**src/rtl/trap_pkg.sv**
```systemverilog
// Shared constants for the machine-mode trap sequencer: CSR addresses,
// mstatus bit positions, interrupt cause codes and sequencer state encoding.
package trap_pkg;

   localparam logic [11:0] CSR_MSTATUS = 12'h300;
   localparam logic [11:0] CSR_MTVEC   = 12'h305;
   localparam logic [11:0] CSR_MEPC    = 12'h341;
   localparam logic [11:0] CSR_MCAUSE  = 12'h342;

   localparam int MS_MIE    = 3;
   localparam int MS_MPIE   = 7;
   localparam int MS_MPP_LO = 11;
   localparam int MS_MPP_HI = 12;

   localparam logic [3:0] CAUSE_MSI = 4'd3;
   localparam logic [3:0] CAUSE_MTI = 4'd7;
   localparam logic [3:0] CAUSE_MEI = 4'd11;

   localparam logic [2:0] ST_IDLE           = 3'd0;
   localparam logic [2:0] ST_SAVE_EPC       = 3'd1;
   localparam logic [2:0] ST_SAVE_CAUSE     = 3'd2;
   localparam logic [2:0] ST_SAVE_STATUS    = 3'd3;
   localparam logic [2:0] ST_RESTORE_STATUS = 3'd4;
   localparam logic [2:0] ST_REDIRECT       = 3'd5;

   typedef enum logic [2:0] {
      IDLE           = ST_IDLE,
      SAVE_EPC       = ST_SAVE_EPC,
      SAVE_CAUSE     = ST_SAVE_CAUSE,
      SAVE_STATUS    = ST_SAVE_STATUS,
      RESTORE_STATUS = ST_RESTORE_STATUS,
      REDIRECT       = ST_REDIRECT
   } trap_state_e;

endpackage

```
**src/rtl/trap_ctrl_if.sv**
```systemverilog
// CSR register-file write port driven by the trap sequencer.
interface trap_ctrl_if #(
   parameter int XLEN   = 32,
   parameter int CSR_AW = 12
);
   logic              csr_we;
   logic [CSR_AW-1:0] csr_waddr;
   logic [XLEN-1:0]   csr_wdata;
   logic              csr_wready;

   modport master (output csr_we, output csr_waddr, output csr_wdata, input csr_wready);
   modport slave  (input csr_we, input csr_waddr, input csr_wdata, output csr_wready);
endinterface

```
**src/rtl/trap_irq_arb.sv**
```systemverilog
// Interrupt arbiter: masks raw pending lines with mie and mstatus.MIE and
// picks the highest-priority cause (MEI, then MSI, then MTI).
module trap_irq_arb
   import trap_pkg::*;
(
   input  logic [2:0] pending,     // {meip, mtip, msip}
   input  logic [2:0] mie_en,      // {MEIE, MTIE, MSIE}
   input  logic       mstatus_mie,
   output logic       take,
   output logic [3:0] code
);

   logic [2:0] active;

   assign active = pending & mie_en & {3{mstatus_mie}};

   // Fixed-priority encode of the enabled pending lines.
   always_comb begin
      take = |active;
      code = 4'd0;
      if (active[2])      code = CAUSE_MEI;
      else if (active[0]) code = CAUSE_MSI;
      else if (active[1]) code = CAUSE_MTI;
   end

endmodule

```
**src/rtl/trap_ctrl.sv**
```systemverilog
// Machine-mode trap sequencer: arbitrates exceptions, MRET and interrupts,
// flushes the pipeline, writes mepc/mcause/mstatus in order through the CSR
// write port and redirects fetch.
//
// state          | meaning
// ---------------+------------------------------------------------------
// IDLE           | waiting for exception / MRET / eligible interrupt
// SAVE_EPC       | writing mepc with the captured PC (word aligned)
// SAVE_CAUSE     | writing mcause with {is_irq, code}
// SAVE_STATUS    | writing mstatus: MPIE<=MIE, MIE<=0, MPP<=M
// RESTORE_STATUS | writing mstatus for MRET: MIE<=MPIE, MPIE<=1, MPP<=M
// REDIRECT       | one-cycle fetch redirect (and irq_ack for interrupts)
module trap_ctrl
   import trap_pkg::*;
#(
   parameter int XLEN   = 32,
   parameter int CSR_AW = 12
) (
   input  logic              clk,
   input  logic              rst,
   input  logic              exc_valid,
   input  logic [3:0]        exc_code,
   input  logic [XLEN-1:0]   exc_pc,
   input  logic              mret_valid,
   input  logic              commit_valid,
   input  logic [XLEN-1:0]   irq_pc,
   input  logic              irq_msip,
   input  logic              irq_mtip,
   input  logic              irq_meip,
   input  logic [2:0]        csr_mie_en,
   input  logic [XLEN-1:0]   csr_mstatus,
   input  logic [XLEN-1:0]   csr_mtvec,
   input  logic [XLEN-1:0]   csr_mepc,
   trap_ctrl_if.master       csr,
   output logic              flush,
   output logic              busy,
   output logic              redirect_valid,
   output logic [XLEN-1:0]   redirect_pc,
   output logic              irq_ack
);

   logic [2:0]        state;
   logic              is_irq_q;
   logic              is_mret_q;
   logic [3:0]        code_q;
   logic [XLEN-1:0]   pc_q;
   logic              first_q;

   logic              arb_take;
   logic [3:0]        arb_code;
   logic              irq_take;

   logic [XLEN-1:0]   ms_trap;
   logic [XLEN-1:0]   ms_mret;
   logic [XLEN-1:0]   trap_base;
   logic [XLEN-1:0]   trap_target;

   logic              we_c;
   logic [CSR_AW-1:0] waddr_c;
   logic [XLEN-1:0]   wdata_c;

   trap_irq_arb u_arb (
      .pending     ({irq_meip, irq_mtip, irq_msip}),
      .mie_en      (csr_mie_en),
      .mstatus_mie (csr_mstatus[MS_MIE]),
      .take        (arb_take),
      .code        (arb_code)
   );

   assign irq_take = arb_take & commit_valid;

   // Capture the winning event in IDLE and step through the CSR writes,
   // holding each write until the CSR file accepts it.
   always_ff @(posedge clk or posedge rst) begin
      if (rst) begin
         state     <= ST_IDLE;
         is_irq_q  <= 1'b0;
         is_mret_q <= 1'b0;
         code_q    <= 4'd0;
         pc_q      <= '0;
         first_q   <= 1'b0;
      end else begin
         first_q <= 1'b0;
         case (state)
            ST_IDLE: begin
               if (exc_valid) begin
                  state     <= ST_SAVE_EPC;
                  first_q   <= 1'b1;
                  is_irq_q  <= 1'b0;
                  is_mret_q <= 1'b0;
                  code_q    <= exc_code;
                  pc_q      <= exc_pc;
               end else if (mret_valid) begin
                  state     <= ST_RESTORE_STATUS;
                  first_q   <= 1'b1;
                  is_irq_q  <= 1'b0;
                  is_mret_q <= 1'b1;
               end else if (irq_take) begin
                  state     <= ST_SAVE_EPC;
                  first_q   <= 1'b1;
                  is_irq_q  <= 1'b1;
                  is_mret_q <= 1'b0;
                  code_q    <= arb_code;
                  pc_q      <= irq_pc;
               end
            end
            ST_SAVE_EPC:       if (csr.csr_wready) state <= ST_SAVE_CAUSE;
            ST_SAVE_CAUSE:     if (csr.csr_wready) state <= ST_SAVE_STATUS;
            ST_SAVE_STATUS:    if (csr.csr_wready) state <= ST_REDIRECT;
            ST_RESTORE_STATUS: if (csr.csr_wready) state <= ST_REDIRECT;
            ST_REDIRECT:       state <= ST_IDLE;
            default:           state <= ST_IDLE;
         endcase
      end
   end

   // Read-modify-write images of the live mstatus for trap entry and MRET.
   always_comb begin
      ms_trap                       = csr_mstatus;
      ms_trap[MS_MPIE]              = csr_mstatus[MS_MIE];
      ms_trap[MS_MIE]               = 1'b0;
      ms_trap[MS_MPP_HI:MS_MPP_LO]  = 2'b11;
      ms_mret                       = csr_mstatus;
      ms_mret[MS_MIE]               = csr_mstatus[MS_MPIE];
      ms_mret[MS_MPIE]              = 1'b1;
      ms_mret[MS_MPP_HI:MS_MPP_LO]  = 2'b11;
   end

   // Vectored mode only offsets interrupts; the add wraps at XLEN bits.
   assign trap_base   = csr_mtvec & ~XLEN'(3);
   assign trap_target = (csr_mtvec[1:0] == 2'b01 && is_irq_q)
                        ? trap_base + (XLEN'(code_q) << 2) : trap_base;

   // Outputs decode straight from state so reset silences them immediately.
   always_comb begin
      we_c           = 1'b0;
      waddr_c        = '0;
      wdata_c        = '0;
      redirect_valid = 1'b0;
      redirect_pc    = '0;
      irq_ack        = 1'b0;
      case (state)
         ST_SAVE_EPC: begin
            we_c    = 1'b1;
            waddr_c = CSR_AW'(CSR_MEPC);
            wdata_c = pc_q & ~XLEN'(3);
         end
         ST_SAVE_CAUSE: begin
            we_c    = 1'b1;
            waddr_c = CSR_AW'(CSR_MCAUSE);
            wdata_c = {is_irq_q, {(XLEN-5){1'b0}}, code_q};
         end
         ST_SAVE_STATUS: begin
            we_c    = 1'b1;
            waddr_c = CSR_AW'(CSR_MSTATUS);
            wdata_c = ms_trap;
         end
         ST_RESTORE_STATUS: begin
            we_c    = 1'b1;
            waddr_c = CSR_AW'(CSR_MSTATUS);
            wdata_c = ms_mret;
         end
         ST_REDIRECT: begin
            redirect_valid = 1'b1;
            redirect_pc    = is_mret_q ? (csr_mepc & ~XLEN'(3)) : trap_target;
            irq_ack        = is_irq_q;
         end
         default: ;
      endcase
   end

   assign csr.csr_we    = we_c;
   assign csr.csr_waddr = waddr_c;
   assign csr.csr_wdata = wdata_c;
   assign busy          = (state != ST_IDLE);
   assign flush         = first_q;

endmodule

```
**src/flat_wrapper.sv**
```systemverilog
// flat-port wrapper written by rule: the top's interface ports become plain ports
module trap_ctrl_flat import trap_pkg::*;
#(
   parameter int XLEN   = 32,
   parameter int CSR_AW = 12
)
  (clk, rst, exc_valid, exc_code, exc_pc, mret_valid, commit_valid, irq_pc, irq_msip, irq_mtip, irq_meip, csr_mie_en, csr_mstatus, csr_mtvec, csr_mepc, flush, busy, redirect_valid, redirect_pc, irq_ack, csr_csr_we, csr_csr_waddr, csr_csr_wdata, csr_csr_wready);
  trap_ctrl_if #(.XLEN(XLEN), .CSR_AW(CSR_AW)) csr_i ();
  input  logic clk;
  input  logic rst;
  input  logic exc_valid;
  input  logic [3:0] exc_code;
  input  logic [XLEN-1:0] exc_pc;
  input  logic mret_valid;
  input  logic commit_valid;
  input  logic [XLEN-1:0] irq_pc;
  input  logic irq_msip;
  input  logic irq_mtip;
  input  logic irq_meip;
  input  logic [2:0] csr_mie_en;
  input  logic [XLEN-1:0] csr_mstatus;
  input  logic [XLEN-1:0] csr_mtvec;
  input  logic [XLEN-1:0] csr_mepc;
  output logic flush;
  output logic busy;
  output logic redirect_valid;
  output logic [XLEN-1:0] redirect_pc;
  output logic irq_ack;
  output wire logic [$bits(csr_i.csr_we)-1:0] csr_csr_we;
  output wire logic [$bits(csr_i.csr_waddr)-1:0] csr_csr_waddr;
  output wire logic [$bits(csr_i.csr_wdata)-1:0] csr_csr_wdata;
  input wire logic [$bits(csr_i.csr_wready)-1:0] csr_csr_wready;
  assign csr_csr_we = csr_i.csr_we;
  assign csr_csr_waddr = csr_i.csr_waddr;
  assign csr_csr_wdata = csr_i.csr_wdata;
  assign csr_i.csr_wready = csr_csr_wready;
  trap_ctrl #(.XLEN(XLEN), .CSR_AW(CSR_AW)) u_core (.clk(clk), .rst(rst), .exc_valid(exc_valid), .exc_code(exc_code), .exc_pc(exc_pc), .mret_valid(mret_valid), .commit_valid(commit_valid), .irq_pc(irq_pc), .irq_msip(irq_msip), .irq_mtip(irq_mtip), .irq_meip(irq_meip), .csr_mie_en(csr_mie_en), .csr_mstatus(csr_mstatus), .csr_mtvec(csr_mtvec), .csr_mepc(csr_mepc), .csr(csr_i), .flush(flush), .busy(busy), .redirect_valid(redirect_valid), .redirect_pc(redirect_pc), .irq_ack(irq_ack));
endmodule
```
**config.mk**
```make
export PLATFORM = sky130hd
export DESIGN_NAME = trap_ctrl_flat
export DESIGN_NICKNAME = d
export VERILOG_FILES = /design/src/rtl/trap_pkg.sv /design/src/rtl/trap_ctrl_if.sv /design/src/rtl/trap_irq_arb.sv /design/src/rtl/trap_ctrl.sv /design/src/flat_wrapper.sv
export SDC_FILE = /design/constraint.sdc
export NUM_CORES = 1
export LEC_CHECK = 0
export BUFFER_PORTS_ARGS = -buffer_cell sky130_fd_sc_hd__buf_2
export CAP_MARGIN = 10
export CORE_AREA = 3 3 99 101
export CTS_CLUSTER_DIAMETER = 100
export DETAILED_ROUTE_END_ITERATION = 7
export DIE_AREA = 0 0 102 104
export PLACE_DENSITY = 0.77
export SLEW_MARGIN = 25
export SYNTH_ARGS = -nofsm -noshare
export SYNTH_HDL_FRONTEND = slang
export SYNTH_SLANG_ARGS = --single-unit
```
**constraint.sdc**
```tcl
create_clock -name clk -period 7.5 [get_ports clk]
set_input_delay 1.875 -clock clk [delete_from_list [all_inputs] [get_ports clk]]
set_output_delay 1.875 -clock clk [all_outputs]
set_load 0.1 [all_outputs]
```
; ---- Word level (Yosys, flattened, before mapping)
; Cells that the tools add are included.
[op_classes]
addsub = 1
n_eq_ne = 11
n_mux = 34
bitwise = 3
n_reduce_logical = 11
[ops]
columns = operator, count
row1 = 32-bit 2-to-1 mux, 6
row2 = 32-bit one-hot mux with 4 select lines, 1
row3 = 32-bit by 6-bit adder with 32-bit output, 1
row4 = 10-bit one-hot mux with 3 select lines, 1
row5 = 3-bit 2-to-1 mux, 8
row6 = 4-bit 2-to-1 mux, 4
row7 = 1-bit 2-to-1 mux, 13
row8 = 3-bit one-hot mux with 4 select lines, 1
row9 = 3-bit AND, 2
row10 = 3-bit by 2-bit equality test with 1-bit output (second input constant), 2
row11 = 3-bit equality test (second input constant), 2
row12 = 2-bit != test (second input constant), 3
row13 = 3-bit nonzero test, 2
row14 = 4-bit by 3-bit != test with 1-bit output (second input constant), 1
row15 = 4-bit AND reduction, 1
row16 = 4-bit OR reduction, 1
row17 = 3-bit by 1-bit equality test with 1-bit output (second input constant), 1
row18 = 3-bit logical NOT, 1
row19 = 3-bit AND reduction, 1
row20 = 3-bit OR reduction, 1
row21 = 2-bit by 1-bit equality test with 1-bit output (second input constant), 1
row22 = 2-bit by 1-bit != test with 1-bit output (second input constant), 1
row23 = 2-bit AND reduction, 1
row24 = 2-bit nonzero test, 1
row25 = 3 further kinds, 3
[totals]
reg_bits = 42
inputBits = 176
out_inout_bits = 81
elab_cells = 66

; ---- Depth between registers and ports, before layout
[depth]
ltp_word = 8
mapped_depth = 9
mapped_depth_nobuf = 8

; ---- By module
; From an unflattened synthesis, not the netlist that was laid out.
[hier_totals]
hier_cells = 444
area_unflattened_um2 = 3656.0
[modules_own_cells]
columns = module, instances, cells_per_inst, area_each_um2, seq_area_each_um2
row1 = trap_ctrl, 1, 437, 3602.2, 1001.0
row2 = trap_irq_arb, 1, 7, 53.8, 0.0

; ---- Worst setup path after synthesis
; No wires, ideal clock.
[synth_path]
path_type = input to output
startpoint = input port csr_mtvec[2]
endpoint = output port redirect_pc[16]
arrival_ps = 5319
t_required_ps = 5625
path_slack_ps = 306
cell_stages = 8
n_path_buf = 0
path_cell_list = ha_1 > inv_1 > fa_1 > nand2b_1 > a21oi_1 > nand2_1 > xor2_1 > a211oi_1
[synth_between]
elab_chain_len = 4
[synth_lines]
columns = item, line_no
row1 = "start, declared", flat_wrapper.sv:22  ; input logic [XLEN-1:0] csr_mtvec;
row2 = 32-bit by 6-bit adder with 32-bit output, trap_ctrl.sv:132  ; ? trap_base + (XLEN'(code_q) << 2) : trap_base;
row3 = 32-bit 2-to-1 mux, trap_ctrl.sv:132
row4 = 32-bit 2-to-1 mux, trap_ctrl.sv:165  ; redirect_pc = is_mret_q ? (csr_mepc & ~XLEN'(3)) : trap_target;
row5 = 32-bit 2-to-1 mux, trap_ctrl.sv:142  ; case (state)
row6 = "end, declared", flat_wrapper.sv:27  ; output logic [XLEN-1:0] redirect_pc;
; Every way passes these cells.

; ---- Worst setup path after layout
; Ends and elaborated chain as after synthesis.

==> results.md <==
* CP max FO at 13
* Worst hold path type: reg2reg
* I/O Buffers at 239
* Clk root buf: clkbuf_8
* Initial antenna violation count at 0
* Vias in the first global route at 4,039
* Slew at the pin closest to its max-slew limit at 0.777 ns
* Total CTS buffers at 5
* Fin area at 4840 um2
* Asr flop ratio synth at 1.00
* Worst setup EP type: output port
* CTS tree: built
* Commonest non-fill, non-tap cell in the layout: buf_2
* Largest net degree at the start of global routing at 47
* Diodes inserted at 0
* RSZ-0062 raised after global routing: false
* Post-Synth XOR/XNOR Area at 0.0717
* Most frequent cells in the layout: buf_2, o21ai_1, nand2_1
* Initial DRC count at 182
* Pwr per Cell Area at 534 nW/um2
* Gates resized, CTS repair at 0
* Seq/Total Area, Yosys at 0.283
* TNS Setup at 0 ns
* FP Rows at 35
* Pre-antenna DRT Iters at 4
* Synth cell types at 53
* Synth Flop Type: dfrtp_1
* Post-DRT Antenna Nets at 0
* Cells after Synth at 447
* Post-CTS setup buffers at 0
* Core area at 9110 um2
* Number of fillers in the final layout at 883
* Worst EP required at 5.62 ns
* Area of the die at 10,600 um2
* Lkg Pwr at 2.53 nW
* First-pass GRT wire length at 19.6 mm
* GRT Overall Usage at 0.230
* Post-Route WL at 12.7 mm
* Fin crit period at 5.96 ns
* # clock sinks at 40
* Ys Warns at 0
* DP Wirelength at 10.2 mm
* Clk Latency, worst-skew pair at 0.29 ns
* Slew Viols, Final at 0
* Post-synthesis mux area share at 0.0968
* Compound-gate portion of the synthesized area at 0.260
* FF/Latch Area at 1000 um2
* H-tree levels at 2
* Ports at 257
* Max_cap viols at 0
* Main combinational cell family by area after synthesis: compound AO/OA/AOI/OAI gates
* Post-Place Cell Area at 4750 um2
* Via count at 4,166
* Worst IR Drop VDD at 0.492 mV
* Die width at 102 um
* Critical path class: in2out
* Fin nets at 847
* Chip height at 104 um
* Clock buffer depth at 2
* Avg Inst Size Synth at 7.92 um2
* Grt total ovfl at 0
* Area occupied by multi-input gates at 2330 um2
* Clk slew on worst S/H paths at 0.07 ns
* Slew margin rel. at 0.469
* CP startpoint kind: input port
* Simple-gate share of the synthesized area at 0.193
* Area growth from synthesis to layout at 36.7%
* Fin. Hold Viols at 0
* Avg WL per Cell at 16.4 um
* Hold_ws at 0.489 ns
* Vias/cell at 5.36
* Layout cells sized above 1 at 0.401
* Hold buffers post-CTS at 0
* CP arrival at 4.08 ns
* Clock Skews at 0.00460 ns
* Final setup fails at 0
* Post-synthesis cell area at 3540 um2
* Initial core utilization at 0.389
* Number of synthesized flops with an enable pin at 0
* Synth Area in Adders at 0.0198
* Crit share post-route at 0.794
* Top cell type's share of synthesized area at 0.283
* Synth top area cells: dfrtp_1, mux2i_1, o21ai_1
* Post-synth top area cell: dfrtp_1
* Status: complete, no violations
* # DRC at 0
* Final GP Congestion at 0.844
* Flops & latches, synth at 40
* F_max at 168 MHz
[worst paths after layout]
path | start | end | slack [ns] | depth (start not counted)
hold reg to reg | u_core.pc_q[31]$_DFFE_PP0P_ | u_core.pc_q[31]$_DFFE_PP0P_ | 0.49 | 2
min in group asynchronous | rst | u_core.pc_q[2]$_DFFE_PP0P_ | 1.69 | 3
setup / recovery | csr_mtvec[2] | redirect_pc[16] | 1.54 | 11
setup reg to reg | u_core.state[2]$_DFFE_PP0P_ | u_core.code_q[3]$_DFFE_PP0P_ | 5.23 | 5
max in group asynchronous | rst | u_core.pc_q[7]$_DFFE_PP0P_ | 5.45 | 3
hold / removal | u_core.pc_q[31]$_DFFE_PP0P_ | u_core.pc_q[31]$_DFFE_PP0P_ | 0.49 | 2
[routing by layer]
layer  track usage  vias to the layer above  share of wire
met5             0                        -              0
met4        0.0815                        0          0.028
met3        0.0449                       25          0.079
met2         0.413                      190           0.51
met1         0.265                     1919           0.39
li1              -                     2032              -
[state kept, by name, summed over array words and instances, names as in the netlist]
register	flops
u_core.flush	1
u_core.pc_q	30
u_core.state	3
u_core.code_q	4
u_core.is_mret_q	1
u_core.is_irq_q	1
[cells in the mapped netlist, drive strengths merged (2+ instances only)]
master / count
a21oi: 30
nand3: 27
clkbuf: 16
a22o: 26
nor2: 25
xnor2: 10
mux2i: 32
nand2: 48
xor2: 19
and3: 2
o21ai: 64
nand2b: 3
inv: 14
ha: 4
dfrtp: 40
o22a: 3
or2: 2
mux2: 2
a21o: 2
buf: 24
a22oi: 3
a211oi: 8
and4: 2
nor3: 6
nand4: 9
nor4: 5
o31ai: 3
nor2b: 2
nand3b: 2
[cell families after synthesis]
| kind of cell | count (synthesis) |
|---|---|
| AOI/OAI and AO/OA | 146 |
| xor gates and xnor gates | 29 |
| other | 1 |
| muxes | 34 |
| DFF | 40 |
| adders and majority gates | 5 |
| and+or+nand+nor | 137 |
| buffers and inverters | 55 |
[power by group]
group | switching, mW | internal [mW] | total [mW]
clock | 0.0743 | 0.0630 | 0.137
sequential | 0.104 | 0.317 | 0.422
combinational | 1.66 | 0.365 | 2.03
[critical path: stages]
cell and delay, ns:
buf_2 0.10, ha_1 0.16, inv_1 0.05, fa_1 0.37
nand2b_1 0.19, a21oi_1 0.14, buf_4 0.23, nand2_1 0.09
xor2_1 0.18, a211oi_1 0.24, buf_2 0.47
[final cells by class]
type	instances	area share
Sequential cell	40	0.207
Clock buffer	5	0.0142
Timing Repair Buffer	244	0.255
Clock inverter	2	0.00258
Multi-Input combinational cell	360	0.481
Tap cell	111	0.0287
Inverter	15	0.0119
[stage by stage]
| step | std cells | total power, mW | utilization | setup WS (ns) |
|---|---|---|---|---|
| final | 777 | 2.59 | 0.531 | 1.54 |
| after global routing | 777 | 2.73 | 0.531 | 1.33 |
| after CTS | 777 | 2.60 | 0.531 | 1.54 |
| after detailed placement | 770 | 2.45 | 0.522 | 1.54 |
| after global placement | 770 | 2.42 | 0.522 | 1.55 |
| after floorplan | 455 | 2.13 | - | 0.306 |
(Power assumes the default switching activity.)
